### config.mk
export PLATFORM = sky130hd
export DESIGN_NAME = btn_seq_pulse
export DESIGN_NICKNAME = d
export VERILOG_FILES = /design/src/rtl/btn_seq_pkg.sv /design/src/rtl/seq_timer.sv /design/src/rtl/btn_seq_pulse.sv
export SDC_FILE = /design/constraint.sdc
export NUM_CORES = 1
export LEC_CHECK = 0
export CAP_MARGIN = 0
export CELL_PAD_IN_SITES_DETAIL_PLACEMENT = 1
export CELL_PAD_IN_SITES_GLOBAL_PLACEMENT = 1
export CORE_MARGIN = 2
export CORE_UTILIZATION = 39
export CTS_CLUSTER_DIAMETER = 40
export DETAILED_ROUTE_END_ITERATION = 8
export GPL_TIMING_DRIVEN = 0
export MAX_ROUTING_LAYER = met4
export PLACE_DENSITY = 0.9
export SYNTH_ARGS = -nofsm -noshare
export SYNTH_HDL_FRONTEND = slang
export SYNTH_SLANG_ARGS = --single-unit
### constraint.sdc
create_clock -name clk -period 1.92 [get_ports clk]
set_input_delay 0.288 -clock clk [delete_from_list [all_inputs] [get_ports clk]]
set_output_delay 0.288 -clock clk [all_outputs]
set_load 0.02 [all_outputs]
### src/rtl/btn_seq_pkg.sv
// Shared types and constants for the button-sequence pulse generator.
package btn_seq_pkg;

  typedef enum logic [1:0] {
    IDLE  = 2'd0,
    WAIT  = 2'd1,
    CHECK = 2'd2,
    LOCK  = 2'd3
  } state_e;

  localparam int unsigned TIMER_W = 8;

  localparam logic [1:0] DEF_START_MASK   = 2'b11;
  localparam logic [1:0] DEF_CONFIRM_MASK = 2'b10;

endpackage

### src/rtl/seq_timer.sv
// Loadable down-counter shared by the WAIT and LOCK phases.
module seq_timer
  import btn_seq_pkg::*;
(
  input  logic               clk,
  input  logic               rst,
  input  logic               load,
  input  logic [TIMER_W-1:0] load_val,
  input  logic               dec,
  output logic               zero_c
);

  logic [TIMER_W-1:0] cnt_q;

  // Load wins over decrement; decrement stops at zero.
  always_ff @(posedge clk) begin
    if (rst) begin
      cnt_q <= '0;
    end else if (load) begin
      cnt_q <= load_val;
    end else if (dec && (cnt_q != '0)) begin
      cnt_q <= cnt_q - TIMER_W'(1);
    end
  end

  assign zero_c = (cnt_q == '0);

endmodule

### src/rtl/btn_seq_pulse.sv
// Start/confirm button-sequence pulse generator with programmable wait and
// lockout, modifier-advanced output, abort flag and saturating hit counter.
module btn_seq_pulse
  import btn_seq_pkg::*;
#(
  parameter int unsigned           N_BTN        = 2,
  parameter logic [N_BTN-1:0]      START_MASK   = N_BTN'(DEF_START_MASK),
  parameter logic [N_BTN-1:0]      CONFIRM_MASK = N_BTN'(DEF_CONFIRM_MASK),
  parameter int unsigned           DELAY        = 2,
  parameter int unsigned           LOCKOUT      = 4,
  parameter int unsigned           CNT_W        = 8
) (
  input  logic             clk,
  input  logic             rst,
  input  logic             en,
  input  logic [N_BTN-1:0] trig,
  input  logic             mod,
  output logic             outp,
  output logic             busy,
  output logic             abort,
  output logic [CNT_W-1:0] hit_cnt
);

  localparam logic [CNT_W-1:0] CNT_MAX = {CNT_W{1'b1}};

  state_e             state_q;
  state_e             state_nxt;
  logic               tmr_load;
  logic [TIMER_W-1:0] tmr_val;
  logic               tmr_dec;
  logic               tmr_zero;
  logic               hit_inc;
  logic               start_ok;
  logic               confirm_ok;

  assign start_ok   = en && $onehot(trig) && (|(trig & START_MASK));
  assign confirm_ok = $onehot(trig) && (|(trig & CONFIRM_MASK));

  seq_timer u_timer (
    .clk      (clk),
    .rst      (rst),
    .load     (tmr_load),
    .load_val (tmr_val),
    .dec      (tmr_dec),
    .zero_c   (tmr_zero)
  );

  always_ff @(posedge clk) begin
    if (rst) begin
      state_q <= IDLE;
    end else begin
      state_q <= state_nxt;
    end
  end

  // Next-state, timer control and combinational output decode.
  always_comb begin
    state_nxt = state_q;
    tmr_load  = 1'b0;
    tmr_val   = '0;
    tmr_dec   = 1'b0;
    hit_inc   = 1'b0;
    outp      = 1'b0;
    busy      = 1'b0;
    abort     = 1'b0;

    case (state_q)
      IDLE: begin
        if (start_ok) begin
          state_nxt = WAIT;
          tmr_load  = 1'b1;
          tmr_val   = TIMER_W'(DELAY - 1);
        end
      end
      WAIT: begin
        busy = 1'b1;
        if (tmr_zero) begin
          state_nxt = CHECK;
          outp      = mod;
        end else begin
          tmr_dec = 1'b1;
        end
      end
      CHECK: begin
        busy = 1'b1;
        outp = 1'b1;
        if (confirm_ok) begin
          state_nxt = LOCK;
          tmr_load  = 1'b1;
          tmr_val   = TIMER_W'(LOCKOUT - 1);
          hit_inc   = 1'b1;
        end else begin
          state_nxt = IDLE;
          abort     = 1'b1;
        end
      end
      LOCK: begin
        busy = 1'b1;
        if (tmr_zero) begin
          state_nxt = IDLE;
        end else begin
          tmr_dec = 1'b1;
        end
      end
      default: state_nxt = IDLE;
    endcase

    // Reset silences every flag immediately, not only after the edge.
    if (rst) begin
      outp  = 1'b0;
      busy  = 1'b0;
      abort = 1'b0;
    end
  end

  always_ff @(posedge clk) begin
    if (rst) begin
      hit_cnt <= '0;
    end else if (hit_inc && (hit_cnt != CNT_MAX)) begin
      hit_cnt <= hit_cnt + CNT_W'(1);
    end
  end

endmodule

==> out/qor.txt <==
Critical Path Start: u_timer.cnt_q[0]
Power per cell area: 1300 mW/mm^2
Overall Global Routing Usage: 0.166
Inserted Clock Buffers: 3
Core Rows: 18
Initial core utilization: 0.412
Static Leak: 0.508 nW
Gr ovfl total: 0
Crit path cell chain: inv_2 > ha_2 > or3b_4 > nor2_4 > a31oi_2 > nor3b_2 > buf_4
Hold path start: rst
Worst path buffer plus inverter count: 2
Logic gate share of total power: 0.549
RD Place Congestion: 0.804
Worst skew pair latency: 290 ps
Worst hold margin: 461 ps
Crit path launch type: flop
H-Tree Depth: 1
Largest net degree at the start of global routing: 11
Crit Reg-Reg Startpoint: u_timer.cnt_q[0]
Antenna Violating Nets Remaining: 0
Type of the worst setup path: flop to primary output
Wl on met1: 1140 microns
Synth cell types: 35
Footprint of the multi-input gates: 649 sq um
Status: complete, but fails checks
CTS root buffer: clkbuf_4
Yosys reg bits: 18
DR iter-0 viols: 22
Clock Pin Slew Worst Setup and Hold Paths: 110 ps
Synthesized area per cell: 8.89 sq um
Max Slew Vio Count: 0
Ports: 17
Syn Inst Count: 116
Setup violations, final: 1
Area growth, synth to finish: 26.5%
Initial antenna violation count: 0
Residual DRC: 0
Worst path max stage delay: 410 ps
Die footprint: 0.00307 sq mm
Met2 wire length: 1240 microns
CP top delay family: simple AND/OR/NAND/NOR gates
Relative slew slack: 0.694
Clock net sink count: 18
Layout cells sized above 1: 0.187
Worst setup EP type: primary output
Post-Route Utilization: 0.522
Worst path required time: 1630 ps
CTS tree: done
Synth async-reset ratio: 0
Clock skew: 2.33 ps
Critical Path AT: 1850 ps
Top cell type's share of synthesized area: 0.350
Worst vdd ir: 0.000917 V
First-pass GRT wire length: 4130 microns
Tightest Hold Check Type: input pin to flop
Fin cells: 169
Placed cell count: 161
Synthesized Nets: 131
Switching fraction of total power: 0.392
Proportion of power drawn by the clock network: 0.142
Post-detail-place hpwl: 1790 microns
P_int: 0.00103 W
Crit-path max FO: 4
Via count: 922
Sw Pwr: 0.000663 W
Hold Path Depth: 2
Worst setup margin: -221 ps
Hold_buf cts: 0
WL/cell: 14.5 microns
Final #Nets: 155
R2r worst-path depth: 8
IO Port Bufs: 15
Crit path depth: 7
CP max-delay cell: or3b_4
Most frequent cells in the layout: dfxtp_1 (16), nor2_1 (14), clkdlybuf4s50_1 (12)
Period minus WS final: 2140 ps
Post-synth EDFFs: 0
Number of global-route vias before repair: 950
Sum Neg Setup Slack: -221 ps
Synth area leader: dfxtp_1
Failing checks: setup timing
Max-cap check violation count: 0
Die Span Y: 55.4 microns
Die Wd: 55.4 microns
RSZ-0062 raised after global routing: yes
Total wire length: 2450 microns
Vias/cell: 5.46
FF+latch area: 363 sq um
N_diodes: 0
Clock buffer depth: 2
Worst slew pin tran: 458 ps
Share of power burned in registers: 0.309
Final Cycle Share: 1.12
Fin. Hold Viols: 0
Post-Syn Area: 0.00103 sq mm
Drt pass-1 iters: 5
Sequential area share after synthesis: 0.350
Met3 Wirelength: 75 microns
Commonest non-fill, non-tap cell in the layout: dfxtp_1
Largest cells by area after synthesis: dfxtp_1 (35%), ha_1 (11%), nor2_1 (5.5%), xor2_1 (4.2%), a21oi_1 (2.9%)
# fillers: 305
Prevailing post-synth register cell: dfxtp_1
Core outline area: 0.00250 sq mm
Fmax: 467 MHz
Yosys warnings: 0
Top sig layer: met3
power groups by stage:
stage          registers [W]  clock network (W)  logic, W
2_1_floorplan       0.000505                  0  0.000581
3_3_place_gp        0.000515                  0  0.000694
3_5_place_dp        0.000522                  0  0.000746
4_1_cts             0.000519           0.000247  0.000777
5_1_grt             0.000535           0.000264   0.00103
6_report            0.000522           0.000240  0.000929
repair_timing:
item                                    4_1_cts  5_1_grt
pin swaps                                     1        3
endpoints found under the setup margin        3        3
resized for setup                            12        8
setup buffers                                 0        4
hold endpoints to repair                      0        0
per-stage QoR:
step,setup WS (ps),power (W),area [sq um]
after floorplan,86.1,0.00109,1040
after global placement,-424,0.00121,1220
after detailed placement,-469,0.00127,1220
after CTS,-194,0.00154,1260
after global routing,-322,0.00183,1300
final,-221,0.00169,1300
metal layers:
| metal | vias to the layer above | GRT usage |
|---|---|---|
| met5 | - | - |
| met4 | 0 | 0.0105 |
| met3 | 0 | 0.0375 |
| met2 | 12 | 0.306 |
| met1 | 443 | 0.191 |
| li1 | 467 | - |
final cells by class:
type	instances	area share
inverters	7	0.0202
multi-input cells	88	0.498
clock buffers	4	0.0278
well taps	30	0.0288
flip-flops and latches	18	0.278
repair buffers	19	0.132
plain buffers	3	0.0144
worst register-to-register path, stage by stage, from the launching register on:
cell,delay [ps]
dfxtp_1,350
inv_2,60
ha_2,180
or3b_4,260
buf_4,120
o22ai_2,70
buf_6,160
or4_1,470
a21oi_1,150
cell usage after synthesis, drive strengths merged (2+ instances only):
cell and instances:
o31ai 4, inv 7, xnor2 2, nor2 15
o221ai 2, or3 3, nand4b 2, dfxtp 18
o21ai 4, mux2i 2, or4 4, nand3 2
o211ai 3, xor2 5, nand4 2, ha 9
a31oi 3, and3 3, nor3b 2, nand2 5
buf 2, a21oi 6
cell families (layout without fill, tap and decap cells):
| family | Yosys count | after routing | synth area share |
|---|---|---|---|
| xor+xnor | 7 | 7 | 0.0595 |
| flops | 18 | 18 | 0.350 |
| mux | 2 | 2 | 0.0194 |
| simple gates | 45 | 45 | 0.252 |
| compound gates | 25 | 25 | 0.166 |
| fa+ha+maj | 9 | 9 | 0.109 |
| buf+inv | 10 | 33 | 0.0437 |
flip-flops by register name, indices dropped and copies added (netlist names):
signal / count
hit_cnt: 8
state_q: 2
u_timer.cnt_q: 8
worst paths after layout:
path,end,slack [ps]
setup / recovery,outp,-220
hold / removal,u_timer.cnt_q[1],460
setup reg to reg,u_timer.cnt_q[5],30
hold reg to reg,u_timer.cnt_q[4],520
Power figures use the tool's default switching activity.
